==> config.mk <==
export PLATFORM = sky130hd
export DESIGN_NAME = click_emitter
export DESIGN_NICKNAME = d
export VERILOG_FILES = /design/src/rtl/click_emitter_pkg.sv /design/src/rtl/click_emitter_phase_timer.sv /design/src/rtl/click_emitter.sv
export SDC_FILE = /design/constraint.sdc
export NUM_CORES = 1
export LEC_CHECK = 0
export CAP_MARGIN = 0
export CORE_MARGIN = 3
export CORE_UTILIZATION = 44
export DETAILED_ROUTE_END_ITERATION = 10
export PLACE_DENSITY_LB_ADDON = 0.2
export SKIP_CTS_REPAIR_TIMING = 1
export SLEW_MARGIN = 20
export SYNTH_ARGS = -nofsm -noshare
export SYNTH_HDL_FRONTEND = slang
export SYNTH_SLANG_ARGS = --single-unit
==> constraint.sdc <==
create_clock -name clk_i -period 1.7 [get_ports clk_i]
set_input_delay 0.425 -clock clk_i [delete_from_list [all_inputs] [get_ports clk_i]]
set_output_delay 0.425 -clock clk_i [all_outputs]
set_load 0.03 [all_outputs]
==> src/rtl/click_emitter_pkg.sv <==
// Shared types and sizing helpers for the click emitter: FSM state encoding,
// default timing constants and counter width helpers.
package click_emitter_pkg;

  typedef enum logic [2:0] {
    StIdle    = 3'd0,
    StPress   = 3'd1,
    StHold    = 3'd2,
    StRelease = 3'd3,
    StSettle  = 3'd4,
    StDone    = 3'd5
  } state_e;

  localparam int unsigned DefBounces   = 4;
  localparam int unsigned DefBounceCyc = 1;
  localparam int unsigned DefHoldCyc   = 50;
  localparam int unsigned DefGapCyc    = 8;

  // Bits needed to hold values 0..max_val, never less than one.
  function automatic int unsigned cnt_width(input int unsigned max_val);
    return (max_val < 1) ? 1 : $clog2(max_val + 1);
  endfunction

  function automatic int unsigned max3(input int unsigned a, input int unsigned b,
                                       input int unsigned c);
    int unsigned m;
    m = (a > b) ? a : b;
    return (m > c) ? m : c;
  endfunction

endpackage

==> src/rtl/click_emitter_phase_timer.sv <==
// Loadable down-counter; expire_o is high in the last cycle of a loaded interval.
module click_emitter_phase_timer #(
  parameter int unsigned Width = 8
) (
  input  logic             clk_i,
  input  logic             rst_ni,
  input  logic             load_i,
  input  logic [Width-1:0] value_i,
  output logic             expire_o
);

  logic [Width-1:0] cnt_q;

  always_ff @(posedge clk_i or negedge rst_ni) begin
    if (!rst_ni) begin
      cnt_q <= '0;
    end else if (load_i) begin
      cnt_q <= value_i;
    end else if (cnt_q != '0) begin
      cnt_q <= cnt_q - Width'(1);
    end
  end

  assign expire_o = (cnt_q == '0);

endmodule

==> src/rtl/click_emitter.sv <==
// Emulates a bouncy mechanical key: on accept, captures a U vector and plays press bounce,
// stable hold, release bounce and settle on count_o, then pulses done_o for one cycle.
module click_emitter
  import click_emitter_pkg::*;
#(
  parameter int unsigned UWidth    = 8,
  parameter int unsigned Bounces   = DefBounces,
  parameter int unsigned BounceCyc = DefBounceCyc,
  parameter int unsigned HoldCyc   = DefHoldCyc,
  parameter int unsigned GapCyc    = DefGapCyc
) (
  input  logic              clk_i,
  input  logic              rst_ni,
  input  logic              start_i,
  input  logic [UWidth-1:0] u_in_i,
  output logic              ready_o,
  output logic [UWidth-1:0] u_o,
  output logic              count_o,
  output logic              done_o,
  output logic [2:0]        state_dbg_o
);

  localparam int unsigned NumLevels = 2 * Bounces - 2;
  localparam int unsigned LevelW    = cnt_width(NumLevels);
  localparam int unsigned TimerW    = cnt_width(max3(BounceCyc, HoldCyc, GapCyc));

  localparam logic [LevelW-1:0] LastLevel = LevelW'(NumLevels - 1);
  localparam logic [TimerW-1:0] BounceLd  = TimerW'(BounceCyc - 1);
  localparam logic [TimerW-1:0] HoldLd    = TimerW'(HoldCyc - 1);
  localparam logic [TimerW-1:0] GapLd     = TimerW'(GapCyc - 1);

  state_e            state_q, state_d;
  logic [LevelW-1:0] idx_q, idx_d;
  logic              count_q, count_d;
  logic              done_q, done_d;
  logic [UWidth-1:0] u_q, u_d;
  logic              tmr_load;
  logic [TimerW-1:0] tmr_value;
  logic              tmr_expire;

  click_emitter_phase_timer #(
    .Width (TimerW)
  ) u_timer (
    .clk_i    (clk_i),
    .rst_ni   (rst_ni),
    .load_i   (tmr_load),
    .value_i  (tmr_value),
    .expire_o (tmr_expire)
  );

  always_comb begin
    state_d   = state_q;
    idx_d     = idx_q;
    count_d   = count_q;
    done_d    = 1'b0;
    u_d       = u_q;
    tmr_load  = 1'b0;
    tmr_value = '0;
    unique case (state_q)
      StIdle: begin
        if (start_i) begin
          u_d      = u_in_i;
          count_d  = 1'b1;
          idx_d    = '0;
          tmr_load = 1'b1;
          // A single-bounce key has a clean edge, so go straight to the stable hold.
          if (NumLevels > 0) begin
            state_d   = StPress;
            tmr_value = BounceLd;
          end else begin
            state_d   = StHold;
            tmr_value = HoldLd;
          end
        end
      end
      StPress: begin
        if (tmr_expire) begin
          tmr_load = 1'b1;
          if (idx_q == LastLevel) begin
            state_d   = StHold;
            count_d   = 1'b1;
            idx_d     = '0;
            tmr_value = HoldLd;
          end else begin
            idx_d     = idx_q + LevelW'(1);
            count_d   = idx_q[0];
            tmr_value = BounceLd;
          end
        end
      end
      StHold: begin
        if (tmr_expire) begin
          count_d  = 1'b0;
          idx_d    = '0;
          tmr_load = 1'b1;
          if (NumLevels > 0) begin
            state_d   = StRelease;
            tmr_value = BounceLd;
          end else begin
            state_d   = StSettle;
            tmr_value = GapLd;
          end
        end
      end
      StRelease: begin
        if (tmr_expire) begin
          tmr_load = 1'b1;
          if (idx_q == LastLevel) begin
            state_d   = StSettle;
            count_d   = 1'b0;
            idx_d     = '0;
            tmr_value = GapLd;
          end else begin
            idx_d     = idx_q + LevelW'(1);
            count_d   = ~idx_q[0];
            tmr_value = BounceLd;
          end
        end
      end
      StSettle: begin
        if (tmr_expire) begin
          state_d = StDone;
          done_d  = 1'b1;
          count_d = 1'b0;
        end
      end
      StDone: begin
        state_d = StIdle;
      end
      default: begin
        state_d = StIdle;
        count_d = 1'b0;
      end
    endcase
  end

  always_ff @(posedge clk_i or negedge rst_ni) begin
    if (!rst_ni) begin
      state_q <= StIdle;
      idx_q   <= '0;
      count_q <= 1'b0;
      done_q  <= 1'b0;
      u_q     <= '0;
    end else begin
      state_q <= state_d;
      idx_q   <= idx_d;
      count_q <= count_d;
      done_q  <= done_d;
      u_q     <= u_d;
    end
  end

  assign ready_o     = (state_q == StIdle);
  assign u_o         = u_q;
  assign count_o     = count_q;
  assign done_o      = done_q;
  assign state_dbg_o = state_q;

endmodule
## After elaboration in Yosys (flattened, before gate mapping)

Cells that the tools add are included.

- Flip-flop bits (word level): 22
- Input port bits: 11
- Output and inout port bits: 14

- $add $sub $neg: 2
- Eq/ne operators: 15
- Muxes and demuxes: 31
- Bitwise gates (word level): 2
- Reduce and logical (&&, ||, !) cells: 12

Operators with widths:

| operator | count |
|---|---|
| two-way mux 3 bit | 13 |
| two-way mux 6 bit | 4 |
| case mux 3 bit (5 select lines) | 1 |
| != test 2 bit, second input constant | 7 |
| case mux 6 bit (2 select lines) | 1 |
| == test 3 bit, second input constant | 3 |
| two-way mux 1 bit | 9 |
| case mux 3 bit (3 select lines) | 1 |
| AND reduction 7 bit | 1 |
| == test 3 x 2 -> 1 bit, second input constant | 2 |
| logical NOT 6 bit | 1 |
| nonzero test 6 bit | 1 |
| subtractor 6 x 1 -> 6 bit, second input constant | 1 |
| case mux 1 bit (5 select lines) | 1 |
| AND reduction 5 bit | 1 |
| != test 2 x 1 -> 1 bit, second input constant | 2 |
| AND reduction 4 bit | 1 |
| OR reduction 2 bit | 2 |
| adder 3 x 1 -> 3 bit, second input constant | 1 |
| == test 3 x 1 -> 1 bit, second input constant | 1 |
| logical NOT 3 bit | 1 |
| nonzero test 3 bit | 1 |
| OR reduction 3 bit | 1 |
| NOT 1 bit | 2 |
| 3 further kinds | 3 |

## Longest topological paths before layout

Gate-level depths: netlist of the first run.

- Word-level depth: 5
- Mapped depth: 6
- Gate-level depth less buffers: 6

## By module

Synthesis of the first run repeated with hierarchy kept, for this count alone.

- Cell total of the unflattened synthesis: 110
- Area total of the unflattened synthesis: 1261.2 sq um

By module, submodules not included:

| module | times used | cells each | area an instance (sq um) | seq. area each (sq um) |
|---|---|---|---|---|
| click_emitter | 1 | 70 | 860.8 | 400.4 |
| click_emitter_phase_timer | 1 | 40 | 400.4 | 150.1 |

## Worst setup path after synthesis of the first run

No wires, ideal clock.

- Path type: reg-to-reg
- Start point: reg u_timer.cnt_q[0]
- End point: reg u_timer.cnt_q[1]
- Setup time: 0.133 ns
- Arrival time: 1.653 ns
- Path slack: -0.085 ns
- Stages on the path, launching flop included: 7
- Path buffers: 0
- Period minus slack after synthesis: 1.785 ns
- Cells stage by stage: dfrtp_1 -> inv_1 -> ha_1 -> or4b_4 -> or2_1 -> nor2_1 -> a22oi_1

- Word-level cells in the longest chain between the ends: 4
- Elaborated cells on any way between the ends: 11

Ends and longest elaborated chain:

| what | line | RTL |
|---|---|---|
| start: declaration | click_emitter_phase_timer.sv:12 | `logic [Width-1:0] cnt_q;` |
| start signal: assignment | click_emitter_phase_timer.sv:18 | `cnt_q <= value_i;` |
| start signal: assignment | click_emitter_phase_timer.sv:20 | `cnt_q <= cnt_q - Width'(1);` |
| parallel branches: the longest is 4 deep, another holds subtractor 6 x 1 -> 6 bit | n/a |  |

Parallel ways; which one is timed is not known. The select of a mux whose other input is x is not followed.
A chain may end at the register's enable or synchronous reset.

## Final worst setup path of the first run

- Start point: reg u_timer.cnt_q[1]
- End point: reg u_timer.cnt_q[1]

Same word-level chain as after synthesis.

==> impl_results.md, run 1 <==
- Worst-case setup margin in the final layout: -0.0990 ns
- Floorplan die area: 3250 um2
- Kind of critical path: reg2reg
- Aggregate global routing overflow: 0
- Port Buffer Count: 24
- Post-Synthesis Cells: 104
- Number of hold violations in the final report: 0
- Power Internal: 0.00135 W
- Initial detailed-routing violation count: 28
- DR pass1 iterations: 5
- Max FO, Critical Path: 5
- Weighted congestion reported at the end of routability-driven placement: 0.854
- Largest net degree at the start of global routing: 23
- Worst-case reg-to-reg path depth: 6
- Clock tree from TritonCTS: yes
- Area of the core: 2340 um2
- Worst Setup Slack post-DPL: -0.227 ns
- Clock latency of the later-clocked register in the worst-skew pair: 0.30 ns
- Routed Antenna Nets: 0
- DRC Markers: 0
- Dpl hpwl: 2240 um
- Most frequent cells in the layout: sky130_fd_sc_hd__buf_4, sky130_fd_sc_hd__dfrtp_1, sky130_fd_sc_hd__dlymetal6s2s_1
- Clock-pin slew on the worst setup and hold paths: 0.12 ns
- H-tree depth: 1
- Vias in the first global route: 1032
- Mean Syn Cell Area: 11.0 um2
- Register bit total from synthesis: 22
- Pins Over Slew Limit: 0
- Critical register-to-register path startpoint: u_timer.cnt_q[1]
- Share of the synthesized area in the top cell type: 48.1%
- Critical Path End Type: register
- Number of fill cells in the layout: 143
- Area growth from synthesis to final layout: 55.5%
- Nature of the critical path startpoint: register
- Overall global routing resource usage: 19.7%
- Worst R2R End: u_timer.cnt_q[1]
- Worst path required time: 1.93 ns
- Outcome: finished, violations left
- Async set-reset flop share out of synthesis: 100%
- Num rows: 17
- Clock buffers created by TritonCTS: 3
- Worst VDD drop: 0.895 mV
- Detailed-route vias per instance: 5.68
- R2r setup slk: -0.1 ns
- Share of layout cells above drive strength 1: 43.5%
- Switching fraction of total power: 36.5%
- Prevailing post-synth register cell: sky130_fd_sc_hd__dfrtp_1
- Cell leakage power: 0.921 nW
- Boundary Pins: 25
- Part of the total power dissipated in the clock network: 13.5%
- Violations in the final reports: setup timing
- Initial cell density of the core: 48.9%
- Root buffer cell: sky130_fd_sc_hd__clkbuf_4
- Setup violations, final: 5
- Deepest clock path buffer count: 2
- Unique masters post-synth: 39
- Post-synthesis net count: 116
- Worst setup path startpoint: u_timer.cnt_q[1]
- Count of warnings emitted by yosys: 0
- Measured slew at the worst slew-check pin: 0.352 ns
- Total length of routed wires: 3060 um
- Critical path arrival: 2.03 ns
- RSZ-0062 raised after global routing: true
- Highest-delay cell along the critical path: sky130_fd_sc_hd__or4b_4
- First-pass GRT wire length: 4930 um
- Antenna diode count: 0
- Maximum Capacitance Violations: 0
- Clk_skew: 0.00748 ns
- Power dissipated by switching net loads: 0.000774 W
- Fin crit share: 106%
- Endpoint of the most critical setup path: u_timer.cnt_q[1]
- Type of the tightest min-delay check: in2async
- Max transition margin: 76.4%
- Kind of cell with the highest combined delay on the critical path: simple AND/OR/NAND/NOR gates
- Number of enable-type register cells in the synthesized netlist: 0
- Buffers and inverters on the worst path: 1
- Die outline height: 57.0 um
- Most common library cell in the layout ignoring fill and taps: sky130_fd_sc_hd__buf_4
- Highest cell delay on the worst timing path: 0.51 ns
- Post-layout util: 76.1%
- PD cells: 1190 nW/um2
- Fin nets: 167
- Sequential area share after synthesis: 48.1%
- Antenna violations before repair: 0
- Yosys top cell by area: sky130_fd_sc_hd__dfrtp_1
- Part of the total power dissipated in sequential elements: 35.4%
- Floorplan die width: 57.0 um
- Area of the mapped netlist: 1140 um2
- Largest cells by area after synthesis: sky130_fd_sc_hd__dfrtp_1, sky130_fd_sc_hd__mux2_2, sky130_fd_sc_hd__nor4b_4
- Final critical path time including I/O delays and setup: 1.80 ns
- CTS Sinks: 22
- Maximum clock frequency: 0.556 GHz
- Cell Chain, Critical Path: inv_2, ha_4, or4b_4, or2_4, a21o_1, a22oi_2
- Total via count after detailed routing: 1033
- Proportion of power drawn by combinational gates: 51.2%
- Per-cell routed wire length: 16.8 um
- Number of stages on the worst setup path: 6
synthesized netlist by cell type (2+ instances only):
| cell type | instances |
|---|---|
| sky130_fd_sc_hd__or3_1 | 3 |
| sky130_fd_sc_hd__nor3_1 | 3 |
| sky130_fd_sc_hd__nor2b_1 | 3 |
| sky130_fd_sc_hd__nand3b_1 | 2 |
| sky130_fd_sc_hd__o21ai_0 | 5 |
| sky130_fd_sc_hd__xor2_1 | 2 |
| sky130_fd_sc_hd__nand2_1 | 11 |
| sky130_fd_sc_hd__dfrtp_1 | 22 |
| sky130_fd_sc_hd__mux2_2 | 8 |
| sky130_fd_sc_hd__a21oi_1 | 2 |
| sky130_fd_sc_hd__nor2_1 | 9 |
| sky130_fd_sc_hd__a22oi_1 | 3 |
| sky130_fd_sc_hd__clkbuf_1 | 3 |
| sky130_fd_sc_hd__nor4b_4 | 2 |
| sky130_fd_sc_hd__inv_1 | 2 |
worst min-delay path by stage:
stage	start	slack [ns]	to
finish	rst_ni	0.46	done_o
global route	rst_ni	0.47	done_o
CTS	rst_ni	0.46	done_o
detailed placement	u_o[4]	0.50	u_o[4]
global placement	u_o[2]	0.49	u_o[2]
floorplan	rst_ni	0.13	count_o
worst reg2reg max path: cells and delay by family, from the launching register on:
kind / cells / cell delay [ns]
DFF: 1 / 0.42
buffers and inverters: 1 / 0.09
and+or+nand+nor: 2 / 0.79
adders and majority gates: 1 / 0.14
AOI/OAI and AO/OA: 2 / 0.30
metal layers:
| metal | part of all wire [%] | GRT usage [%] |
|---|---|---|
| met1 | 41 | 25.2 |
| met3 | 4.0 | 3.62 |
| met2 | 54 | 33.3 |
| met4 | 1.2 | 7.28 |
| met5 | 0 | 0 |
final cells by class:
cell class | instances | area (um2) | area share, %
Sequential cell | 22 | 553 | 31.1
Clock buffer | 4 | 36.3 | 2.04
Inverter | 2 | 7.51 | 0.422
Tap cell | 28 | 35.0 | 1.97
Timing Repair Buffer | 49 | 477 | 26.8
Multi-Input combinational cell | 77 | 672 | 37.7
logic make-up after synthesis:
logic type / Yosys count / share of synthesized area (%)
compound gates: 21 / 14.4
xor+xnor: 3 / 2.30
fa+ha+maj: 1 / 1.09
buf+inv: 5 / 1.64
flops: 22 / 48.1
mux: 9 / 8.74
simple gates: 43 / 23.7
state kept, by name (all words and copies together), names as in the netlist:
register / flops
state_dbg_o: 3
count_o: 1
u_timer.cnt_q: 6
idx_q: 3
done_o: 1
u_o: 8
power groups by stage:
stage,Clock [W],Combinational [W],Sequential [W]
5_1_grt,0.000317,0.00118,0.000766
3_5_place_dp,0,0.000893,0.000757
6_report,0.000286,0.00109,0.000751
4_1_cts,0.000296,0.000898,0.000747
3_3_place_gp,0,0.000842,0.000751
2_1_floorplan,0,0.000451,0.000811
per-stage QoR:
step	power, W	instance area, um2	cells	TNS [ns]	hold slack [ns]
2_1_floorplan	0.00126	1170	104	-0.0251	0.129
6_report	0.00212	1780	182	-0.272	0.457
4_1_cts	0.00194	1620	176	-2.53	0.459
3_3_place_gp	0.00159	1590	172	-2.08	0.490
5_1_grt	0.00226	1780	182	-0.861	0.466
3_5_place_dp	0.00165	1590	172	-2.71	0.495
Note: power is estimated with default switching activity, not from simulation.
==> run 2: changes to the inputs <==
- CORE_UTILIZATION: 44 -> 45
- HOLD_SLACK_MARGIN: not set -> 0.03
- clock period: 1.7 -> 2.04 ns (I/O delays scaled with it)
==> run 2 against run 1 <==
- the flow now finishes without violations
- combinational power fell by 45%
- setup slack better by 0.22 ns
- sequential power decreased by 14%
- largest cell class unchanged
- final area is 13% lower
- cell count fell by 7.1%
==> impl_results.md, run 2 (same netlist as run 1, synthesis figures left out) <==
- Fin crit share: 94.2%
- Setup total negative slack: 0 ns
- Pins Over Slew Limit: 0
- Clock tree from TritonCTS: yes
- Clock buffers created by TritonCTS: 3
- Area growth from synthesis to final layout: 36.0%
- Initial detailed-routing violation count: 39
- Combined flip-flop and latch cell area: 551 um2
- Root buffer cell: sky130_fd_sc_hd__clkbuf_4
- Max transition margin: 73.7%
- Critical path arrival: 2.15 ns
- Share of layout cells above drive strength 1: 27.7%
- Worst-case reg-to-reg path depth: 6
- DR pass1 iterations: 4
- Clock latency of the later-clocked register in the worst-skew pair: 0.31 ns
- Worst R2R End: u_timer.cnt_q[5]
- Area occupied by multi-input gates: 581 um2
- Worst VDD drop: 0.629 mV
- First-pass GRT wire length: 4500 um
- Dpl hpwl: 1920 um
- Kind of cell with the highest combined delay on the critical path: simple AND/OR/NAND/NOR gates
- H-tree depth: 1
- Maximum clock frequency: 0.520 GHz
- Nature of the critical path startpoint: register
- Buffers and inverters on the worst path: 1
- Critical Path End Type: register
- Cell Chain, Critical Path: inv_1, ha_2, nor4b_4, nand2_2, or3_4, a221oi_2
- Floorplan die width: 56.4 um
- Cell leakage power: 0.678 nW
- Number of hold violations in the final report: 0
- Flip-flop count of the largest register, all copies and words added: 8
- Measured slew at the worst slew-check pin: 0.392 ns
- Num rows: 17
- Most frequent cells in the layout: sky130_fd_sc_hd__dfrtp_1, sky130_fd_sc_hd__clkdlybuf4s50_1, sky130_fd_sc_hd__buf_4
- Number of fill cells in the layout: 185
- Highest cell delay on the worst timing path: 0.40 ns
- Total via count after detailed routing: 973
- Kind of critical path: reg2reg
- Max FO, Critical Path: 5
- Total Power: 0.00157 W
- Post-layout util: 67.1%
- CTS Sinks: 22
- DRC Markers: 0
- Total length of routed wires: 2590 um
- Detailed-route vias per instance: 5.76
- Type of the tightest min-delay check: in2async
- Die outline height: 56.4 um
- Deepest clock path buffer count: 2
- Largest net degree at the start of global routing: 23
- Routed Antenna Nets: 0
- Worst path required time: 2.26 ns
- Antenna diode count: 0
- R2r setup slk: 0.12 ns
- Overall global routing resource usage: 17.8%
- Clock-pin slew on the worst setup and hold paths: 0.13 ns
- Initial cell density of the core: 49.4%
- Clk_skew: 0.00469 ns
- PD cells: 1010 nW/um2
- Number of stages on the worst setup path: 6
- Final critical path time including I/O delays and setup: 1.92 ns
- Aggregate global routing overflow: 0
- Vias in the first global route: 966
- Outcome: completed
- Port Buffer Count: 24
- Maximum Capacitance Violations: 0
- Fin nets: 154
- Setup violations, final: 0
- Antenna violations before repair: 0
- Per-cell routed wire length: 15.3 um
- Critical register-to-register path startpoint: u_timer.cnt_q[0]
- Floorplan die area: 3190 um2
- RSZ-0062 raised after global routing: false
- Area of the core: 2320 um2
- Highest-delay cell along the critical path: sky130_fd_sc_hd__dfrtp_1
- Weighted congestion reported at the end of routability-driven placement: 0.788
- Boundary Pins: 25
[run 2: where the power goes]
| part | switching [W] | internal [W] | leakage [nW] |
|---|---|---|---|
| logic | 0.000292 | 0.000303 | 0.377 |
| registers | 0.000107 | 0.000537 | 0.273 |
| clock network | 0.000136 | 0.000199 | 0.0279 |
[run 2: routing by layer]
layer	vias to the layer above	part of all wire, %	GRT usage (%)
met5	-	0	0
met4	0	1.5	6.44
met3	5	5.6	4.14
met2	35	47	26.7
met1	476	46	25.0
li1	457	-	-
[run 2: worst max path at each step]
stage                                start          endpoint
final                     u_timer.cnt_q[0]  u_timer.cnt_q[5]
after global routing      u_timer.cnt_q[0]  u_timer.cnt_q[1]
after CTS                   state_dbg_o[0]    state_dbg_o[0]
after detailed placement           start_i            u_o[3]
after global placement             start_i            u_o[4]
after floorplan             state_dbg_o[1]           ready_o
[run 2: metrics by stage]
| stage | setup slack, ns | area (um2) | hold WS (ns) | std cells |
|---|---|---|---|---|
| 6_report | 0.118 | 1560 | 0.520 | 169 |
| 5_1_grt | 0.0270 | 1560 | 0.535 | 169 |
| 4_1_cts | 0.0360 | 1550 | 0.526 | 169 |
| 3_5_place_dp | 0.0308 | 1500 | 0.495 | 165 |
| 3_3_place_gp | 0.0927 | 1500 | 0.492 | 165 |
| 2_1_floorplan | 0.226 | 1140 | 0.214 | 104 |
[run 2: area by class of cell]
| type | count | area share, % |
|---|---|---|
| multi-input cells | 77 | 37.3 |
| flip-flops and latches | 22 | 35.4 |
| repair buffers | 36 | 21.2 |
| well taps | 28 | 2.25 |
| inverters | 2 | 0.482 |
| clock inverters | 1 | 1.93 |
| clock buffers | 3 | 1.45 |
==> run 3: changes to the inputs <==
- CORE_ASPECT_RATIO: not set -> 0.7
- REMOVE_ABC_BUFFERS: not set -> 1
==> run 3 against run 2 <==
- first-iteration DRC count is 130% higher
- global-route usage is 0.23 points lower
- sequential share of layout area is 0.56 points lower
- combinational power is 4.5% higher
- fmax is 3.4% lower
- clock skew is 0.016 ns higher
- critical path depth is 4 lower
- largest cell class unchanged
- highest routed layer unchanged
- non-clock buffer count is 3 higher
- total power is 0.58% higher
- die area is 0.30% higher
- largest power group unchanged
==> impl_results.md, run 3 (same netlist as run 1, synthesis figures left out) <==
- Outcome: completed
- Initial detailed-routing violation count: 91
- Routed Antenna Nets: 0
- First-pass GRT wire length: 4190 um
- Max FO, Critical Path: 3
- Count of placed standard cells in the final layout, fillers left out: 176
- Kind of critical path: reg2out
- Die outline height: 48.2 um
- CTS Sinks: 22
- Number of hold violations in the final report: 0
- Fin nets: 157
- Per-cell routed wire length: 14.4 um
- Antenna violations before repair: 0
- Port Buffer Count: 24
- Boundary Pins: 25
- Aggregate global routing overflow: 0
- Type of the tightest min-delay check: in2async
- Clock buffers created by TritonCTS: 3
- Total length of routed wires: 2540 um
- Maximum clock frequency: 0.503 GHz
- Clk_skew: 0.0202 ns
- Cell Chain, Critical Path: buf_4, clkdlybuf4s50_1
- Overall global routing resource usage: 17.6%
- Cell leakage power: 0.712 nW
- Pins Over Slew Limit: 0
- Detailed-route vias per instance: 5.30
- PD cells: 999 nW/um2
- Critical register-to-register path startpoint: u_timer.cnt_q[0]
- Final critical path time including I/O delays and setup: 1.99 ns
- Area growth from synthesis to final layout: 38.5%
- Floorplan die width: 66.3 um
- Deepest clock path buffer count: 2
- Critical Path End Type: output port
- Antenna diode count: 0
- Critical path arrival: 1.48 ns
- Weighted congestion reported at the end of routability-driven placement: 0.815
- Worst path required time: 1.53 ns
- Vias in the first global route: 884
- Flip-flop count of the largest register, all copies and words added: 8
- Kind of cell with the highest combined delay on the critical path: buffers and inverters
- Buffers and inverters on the worst path: 2
- Area of the core: 2280 um2
- Measured slew at the worst slew-check pin: 0.373 ns
- Nature of the critical path startpoint: register
- Root buffer cell: sky130_fd_sc_hd__clkbuf_4
- Fin crit share: 97.5%
- Total via count after detailed routing: 932
- Most frequent cells in the layout: sky130_fd_sc_hd__clkdlybuf4s50_1, sky130_fd_sc_hd__dfrtp_1, sky130_fd_sc_hd__buf_4
- Post-route worst hold slack: 0.516 ns
- Count of placed standard cells including taps: 169
- Num rows: 14
- Floorplan die area: 3190 um2
- Setup violations, final: 0
- Dpl hpwl: 1980 um
- H-tree depth: 1
- Share of layout cells above drive strength 1: 29.2%
- Clock-pin slew on the worst setup and hold paths: 0.13 ns
- Maximum Capacitance Violations: 0
- Clock tree from TritonCTS: yes
- Initial cell density of the core: 50.3%
- Worst VDD drop: 0.987 mV
- Clock latency of the later-clocked register in the worst-skew pair: 0.32 ns
- Highest-delay cell along the critical path: sky130_fd_sc_hd__clkdlybuf4s50_1
- DR pass1 iterations: 4
- Worst setup path startpoint: state_dbg_o[0]
- DRC Markers: 0
- Highest cell delay on the worst timing path: 0.66 ns
- Largest net degree at the start of global routing: 23
- Most common library cell in the layout ignoring fill and taps: sky130_fd_sc_hd__clkdlybuf4s50_1
- Max transition margin: 75.0%
==> run 3: changes by cell type in the layout (fill, tap and decap cells not counted), sizes merged <==
cell  previous run  this run
buf             13        16
==> run 3: cell type report <==
type	instances	area, um2
fill	175	692
tap	32	40.0
multi-input combinational	77	581
sequential	22	552
timing repair buffer	39	353
inverter	2	7.51
clock buffer	3	22.5
clock inverter	1	30.0
==> run 3: final timing paths <==
kind | to | slack (ns) | cells after the start
min in group clk_i | u_o[0] | 0.52 | 1
setup / recovery | state_dbg_o[0] | 0.05 | 2
hold reg to reg | u_o[0] | 0.52 | 1
hold / removal | u_o[2] | 0.52 | 2
setup reg to reg | u_timer.cnt_q[1] | 0.10 | 6
max in group asynchronous | u_timer.cnt_q[0] | 1.28 | 2
==> run 3: power by group <==
part	internal, W	total [W]	switching (W)	leakage, nW
Sequential	0.000538	0.000631	0.0000931	0.273
Clock	0.000199	0.000331	0.000132	0.0279
Combinational	0.000315	0.000622	0.000306	0.412
==> run 3: metrics by stage <==
step                      cell area [um2]  setup WS (ns)  util [%]  setup TNS (ns)  power (W)
after global routing                 1590       -0.00488      69.6        -0.00488    0.00170
after floorplan                      1130          0.117         -               0    0.00103
final                                1590         0.0514      69.6               0    0.00158
after detailed placement             1500         0.0829      65.9               0    0.00125
after global placement               1500         0.0888      65.9               0    0.00124
after CTS                            1550        -0.0791      68.2          -0.108    0.00159
==> run 3: routing by layer <==
layer	global-route usage [%]	vias to the layer above	share of wire [%]
met5	0	-	0
li1	-	461	-
met2	26.6	20	44
met1	25.5	449	52
met3	5.07	2	4.0
met4	3.64	0	0.67
